### config.mk
export PLATFORM = sky130hd
export DESIGN_NAME = pipe_stage
export DESIGN_NICKNAME = d
export VERILOG_FILES = /design/src/rtl/pipe_stage.sv
export SDC_FILE = /design/constraint.sdc
export NUM_CORES = 1
export LEC_CHECK = 0
export BUFFER_PORTS_ARGS = -buffer_cell sky130_fd_sc_hd__buf_2
export CAP_MARGIN = 20
export CORE_ASPECT_RATIO = 2
export CORE_MARGIN = 8
export CORE_UTILIZATION = 50
export CTS_CLUSTER_DIAMETER = 50
export DETAILED_ROUTE_END_ITERATION = 10
export GPL_TIMING_DRIVEN = 0
export PLACE_DENSITY = 0.91
export SYNTH_ARGS = -nofsm -noshare
export SYNTH_HDL_FRONTEND = slang
export SYNTH_SLANG_ARGS = --single-unit
### constraint.sdc
create_clock -name clk -period 12.1 [get_ports clk]
set_clock_uncertainty 0.15 [all_clocks]
set_input_delay 1.21 -clock clk [delete_from_list [all_inputs] [get_ports clk]]
set_output_delay 1.21 -clock clk [all_outputs]
set_load 0.01 [all_outputs]
### src/rtl/pipe_stage.sv
// Pipeline register stage with flush/stall control and saturating stall/flush statistics.
// Flush beats stall beats load; a bubble always carries an all-zero control bundle.
module pipe_stage #(
  parameter int CTRL_W = 12,
  parameter int DATA_W = 32,
  parameter int NCH    = 4,
  parameter int CNT_W  = 16
) (
  input  logic                  clk,
  input  logic                  reset,
  input  logic                  stall,
  input  logic                  flush,
  input  logic                  clr_cnt,
  input  logic                  in_valid,
  input  logic [CTRL_W-1:0]     in_ctrl,
  input  logic [NCH*DATA_W-1:0] in_data,
  output logic                  out_valid,
  output logic [CTRL_W-1:0]     out_ctrl,
  output logic [NCH*DATA_W-1:0] out_data,
  output logic [CNT_W-1:0]      stall_cnt,
  output logic [CNT_W-1:0]      flush_cnt
);

  localparam int DW = NCH * DATA_W;

  logic              valid_q, valid_d;
  logic [CTRL_W-1:0] ctrl_q, ctrl_d;
  logic [DW-1:0]     data_q, data_d;
  logic [CNT_W-1:0]  scnt_q, scnt_d;
  logic [CNT_W-1:0]  fcnt_q, fcnt_d;
  logic              stall_hit;

  always_comb begin
    valid_d = valid_q;
    ctrl_d  = ctrl_q;
    data_d  = data_q;
    if (flush) begin
      // Operands are left in place; only validity and control are killed.
      valid_d = 1'b0;
      ctrl_d  = '0;
    end else if (!stall) begin
      valid_d = in_valid;
      ctrl_d  = in_valid ? in_ctrl : '0;
      data_d  = in_data;
    end
  end

  assign stall_hit = stall & ~flush & valid_q;

  always_comb begin
    scnt_d = scnt_q;
    fcnt_d = fcnt_q;
    if (clr_cnt) begin
      scnt_d = '0;
      fcnt_d = '0;
    end else begin
      if (stall_hit && (scnt_q != '1)) scnt_d = scnt_q + CNT_W'(1);
      if (flush && (fcnt_q != '1))     fcnt_d = fcnt_q + CNT_W'(1);
    end
  end

  always_ff @(posedge clk or posedge reset) begin
    if (reset) begin
      valid_q <= 1'b0;
      ctrl_q  <= '0;
      data_q  <= '0;
      scnt_q  <= '0;
      fcnt_q  <= '0;
    end else begin
      valid_q <= valid_d;
      ctrl_q  <= ctrl_d;
      data_q  <= data_d;
      scnt_q  <= scnt_d;
      fcnt_q  <= fcnt_d;
    end
  end

  assign out_valid = valid_q;
  assign out_ctrl  = ctrl_q;
  assign out_data  = data_q;
  assign stall_cnt = scnt_q;
  assign flush_cnt = fcnt_q;

endmodule

==> impl_metrics.env <==
export IMPL_post_cts_setup_buffer_count=0
export IMPL_report_final_hold_viol_count=0
export IMPL_tritoncts_num_buffers=17
export IMPL_worstSetupPathDepth=6
export IMPL_status="completed"
export IMPL_power_density_nw_per_um2=159.4
export IMPL_fmaxAchievable_mhz=357.9
export IMPL_postLayoutSetupSlackWorst_ns=9.306
export IMPL_cpPeakStageDelay_ns=0.45
export IMPL_final_nets=1009
export IMPL_tritoncts="built"
export IMPL_n_fill_cell=955
export IMPL_core_area_um2=13810
export IMPL_dieArea_um2=18380
export IMPL_rsz0062_at_grt="false"
export IMPL_min_period_over_period_pct=23.09
export IMPL_swShare_pct=25.83
export IMPL_synthesis_area_per_instance_um2=13.45
export IMPL_reg2reg_to="stall_cnt[5]"
export IMPL_met2_usage_pct=42.01
export IMPL_area_growth_syn_to_layout_pct=35.58
export IMPL_route_detailed_drc=0
export IMPL_setup_viol_count_final=0
export IMPL_ff_latch_area_um2=4329
export IMPL_yosys_register_bits=173
export IMPL_grt_first_pass_wirelength_um=33160
export IMPL_total_power_uw=1523
export IMPL_numPortBuffers=317
export IMPL_grt_util_all_layers_pct=23.37
export IMPL_rr_worst_depth=6
export IMPL_irDropWorstVdd_mv=0.1382
export IMPL_hold_path_class="flop to flop"
export IMPL_busiest_layer="met2"
export IMPL_cap_violations=0
export IMPL_cts_clk_slew_worst_paths_ns=0.07
export IMPL_worstPathRequired_ns=12.25
export IMPL_cts_repair_resize_count=0
export IMPL_gp_congestion=0.8430
export IMPL_dp_hpwl_um=16530
export IMPL_p_int_uw=1130
export IMPL_numClockSinks=173
export IMPL_detailedPlace_worstSlack_ns=8.778
export IMPL_ys_warn_count=0
export IMPL_start_util_pct=51.01
export IMPL_synth_nets=672
export IMPL_final_period_minus_worst_setup_slack_ns=2.794
export IMPL_seq_area_frac_synth_pct=61.43
export IMPL_cpMaxStageDelayCell="sky130_fd_sc_hd__clkbuf_1"
export IMPL_critPathMostFrequentCell="sky130_fd_sc_hd__buf_2"
export IMPL_fp_row_count=61
export IMPL_grt_util_met3_pct=8.308
export IMPL_ant_nets=0
export IMPL_grt_antenna_before_repair=2
export IMPL_cts_htree_levels=4
export IMPL_critPathMaxFanout=10
export IMPL_pwr_share_seq_pct=44.7
export IMPL_power_net_switching_uw=393.4
export IMPL_chipWidth_um=99.95
export IMPL_drt_iter0_drc=223
export IMPL_cts_max_path_buffers=2
export IMPL_cts_hold_repair_buffers=0
export IMPL_via_count_of_the_first_global_routing_pass=6309
export IMPL_grt_met1_usage_pct=23.14
export IMPL_dieHeight_um=183.9
export IMPL_cp_endpoint="out_data[114]"
export IMPL_netlist_area_um2=7047
export IMPL_multi_input_comb_area_um2=2567
export IMPL_clk_insertion_delay_late_ns=0.43
export IMPL_fin_setup_tns_ns=0
export IMPL_critical_path_top_delay_family="buffers and inverters"
export IMPL_critical_path_buf_inv_count=4
export IMPL_worstSetupStartpoint="flush"
export IMPL_critical_path_startpoint_type="primary input"
export IMPL_worst_endpoint_arrival_ns=2.95
export IMPL_comb_power_share_pct=15.8
export IMPL_globalRouteOverflowTotal=0
export IMPL_worst_r2r_setup_slack_ns=9.73
export IMPL_slew_limit_headroom_pct=52.03
export IMPL_routed_wirelength_um=21670
export IMPL_detail_route_wl_per_cell_um=20.35
export IMPL_synthesis_instances=524
export IMPL_p_leak_uw=0.004643
export IMPL_drt_pre_antenna_iters=5
export IMPL_post_route_cells_drive_above_1_share_pct=57.21
export IMPL_vias_per_cell=5.485
export IMPL_max_slew_worst_pin_slew_ns=0.7117
export IMPL_worst_setup_path_type="primary input to flop"
export IMPL_final_max_slew_viol_count=0
export IMPL_rr_startpoint="stall_cnt[0]"
export IMPL_route_vias_total=5841
export IMPL_crit_path_cell_trace="buf_2, buf_2, nor2_1, clkbuf_1, buf_2, mux2_2"
export IMPL_io_pins=319
export IMPL_clockRootBuffer="sky130_fd_sc_hd__clkbuf_16"
export IMPL_grt_max_degree=98
export IMPL_netlist_cell_type_count=35
export IMPL_part_of_the_total_power_dissipated_in_the_clock_network_pct=39.5
export IMPL_setup_worst_path_end_class="flop"
area by class of cell:
cell class / instances / area share [%]
Sequential cell: 173 / 45.31
Multi-Input combinational cell: 318 / 26.87
Timing Repair Buffer: 318 / 16.89
Clock buffer: 18 / 4.492
Tap cell: 189 / 2.475
Clock inverter: 14 / 2.252
Buffer: 27 / 1.336
Inverter: 6 / 0.3143
Antenna cell: 2 / 0.05238
state kept, by name, indices dropped and copies added, names as in the netlist:
| signal | count |
|---|---|
| out_data | 128 |
| flush_cnt | 16 |
| stall_cnt | 16 |
| out_ctrl | 12 |
| out_valid | 1 |
worst min-delay path by stage:
stage                  from  slack (ns)           end  cells after the start
6_report       out_data[28]        0.35  out_data[28]                      1
5_1_grt        out_data[93]        0.37  out_data[93]                      1
4_1_cts        out_data[31]        0.36  out_data[31]                      1
3_5_place_dp   out_data[79]        0.34  out_data[79]                      1
3_3_place_gp   out_data[22]        0.33  out_data[22]                      1
2_1_floorplan   out_ctrl[0]        0.40   out_ctrl[0]                      2
Yosys cell counts:
cell type                    n  area, um2
sky130_fd_sc_hd__nand2_1    22      82.58
sky130_fd_sc_hd__buf_2      15      75.07
sky130_fd_sc_hd__and3b_1     1      8.760
sky130_fd_sc_hd__o41ai_1     4      35.03
sky130_fd_sc_hd__xor2_1      1      8.760
sky130_fd_sc_hd__o21ai_0     9      45.04
sky130_fd_sc_hd__ha_1        2      25.02
sky130_fd_sc_hd__or3_1       7      43.79
sky130_fd_sc_hd__and2_1      1      6.260
sky130_fd_sc_hd__a21oi_1    35      175.2
sky130_fd_sc_hd__o41ai_2     1      16.27
sky130_fd_sc_hd__nand3_1    13      65.06
sky130_fd_sc_hd__and3_1      2      12.51
sky130_fd_sc_hd__clkbuf_1    9      33.78
sky130_fd_sc_hd__inv_1       6      22.52
sky130_fd_sc_hd__nand2b_1    1      6.260
sky130_fd_sc_hd__mux2_2    130       1464
sky130_fd_sc_hd__nor4b_1     1      8.760
sky130_fd_sc_hd__a31oi_1     2      12.51
sky130_fd_sc_hd__o31ai_1    14      105.1
sky130_fd_sc_hd__nand4_1     8      50.05
sky130_fd_sc_hd__nor2b_1     3      18.77
sky130_fd_sc_hd__and4_1      8      70.07
sky130_fd_sc_hd__nand3b_2    1      11.26
sky130_fd_sc_hd__o21ai_1     1      5.000
sky130_fd_sc_hd__or4_1      17      127.6
sky130_fd_sc_hd__or4_4       1      11.26
sky130_fd_sc_hd__dfrtp_1   173       4329
sky130_fd_sc_hd__o311ai_0    2      17.52
sky130_fd_sc_hd__nor2_1     26      97.59
sky130_fd_sc_hd__nand4_2     1      12.51
sky130_fd_sc_hd__nor3_1      2      10.01
sky130_fd_sc_hd__buf_1       2      7.510
sky130_fd_sc_hd__buf_6       1      11.26
sky130_fd_sc_hd__a22oi_1     2      15.01
cell families after synthesis:
family,synth area share [%]
buffers and inverters,2.131
adders and majority gates,0.3551
muxes,20.77
DFF,61.43
xor gates and xnor gates,0.1243
and+or+nand+nor,9.126
AOI/OAI and AO/OA,6.055
layout by cell type (no fill, tap or decap), drive strengths merged, types with 3 or more instances in the layout:
cell and count:
buf 336, dfrtp 173, mux2 130, a21oi 35, clkbuf 27, nor2 26, nand2 22, or4 18
o31ai 14, nand3 13, o21ai 10, nand4 9, inv 9, and4 8, or3 7, bufinv 5
o41ai 5, clkinv 4, nor2b 3
layer usage:
layer / vias to the layer above / routed length, um
met5: - / 0
met1: 2901 / 7105
met2: 301 / 11970
met3: 50 / 1891
li1: 2589 / -
met4: 0 / 710
per-stage QoR:
| step | utilization (%) | instance area [um2] | cells | hold WS (ns) |
|---|---|---|---|---|
| 2_1_floorplan | - | 7047 | 524 | 0.4007 |
| 3_3_place_gp | 64.21 | 8870 | 1030 | 0.3331 |
| 3_5_place_dp | 64.46 | 8905 | 1031 | 0.3399 |
| 4_1_cts | 69.12 | 9549 | 1063 | 0.3552 |
| 5_1_grt | 69.16 | 9554 | 1065 | 0.3667 |
| 6_report | 69.16 | 9554 | 1065 | 0.3516 |
power groups by stage:
stage                     logic (uW)  registers [uW]  clock network [uW]
after CTS                        244             680                 610
after detailed placement         243             689                   0
after global placement           234             684                   0
after floorplan                 86.6             719                   0
after global routing             259             688                 630
final                            240             681                 602
worst reg2reg max path, stage by stage (launching register included):
cell	delay (ns)
sky130_fd_sc_hd__dfrtp_1	0.43
sky130_fd_sc_hd__ha_1	0.24
sky130_fd_sc_hd__and3_1	0.23
sky130_fd_sc_hd__and4_1	0.21
sky130_fd_sc_hd__clkbuf_1	0.23
sky130_fd_sc_hd__nor4b_1	0.39
sky130_fd_sc_hd__mux2_2	0.37
No activity file was read; power rests on OpenSTA's default activity.
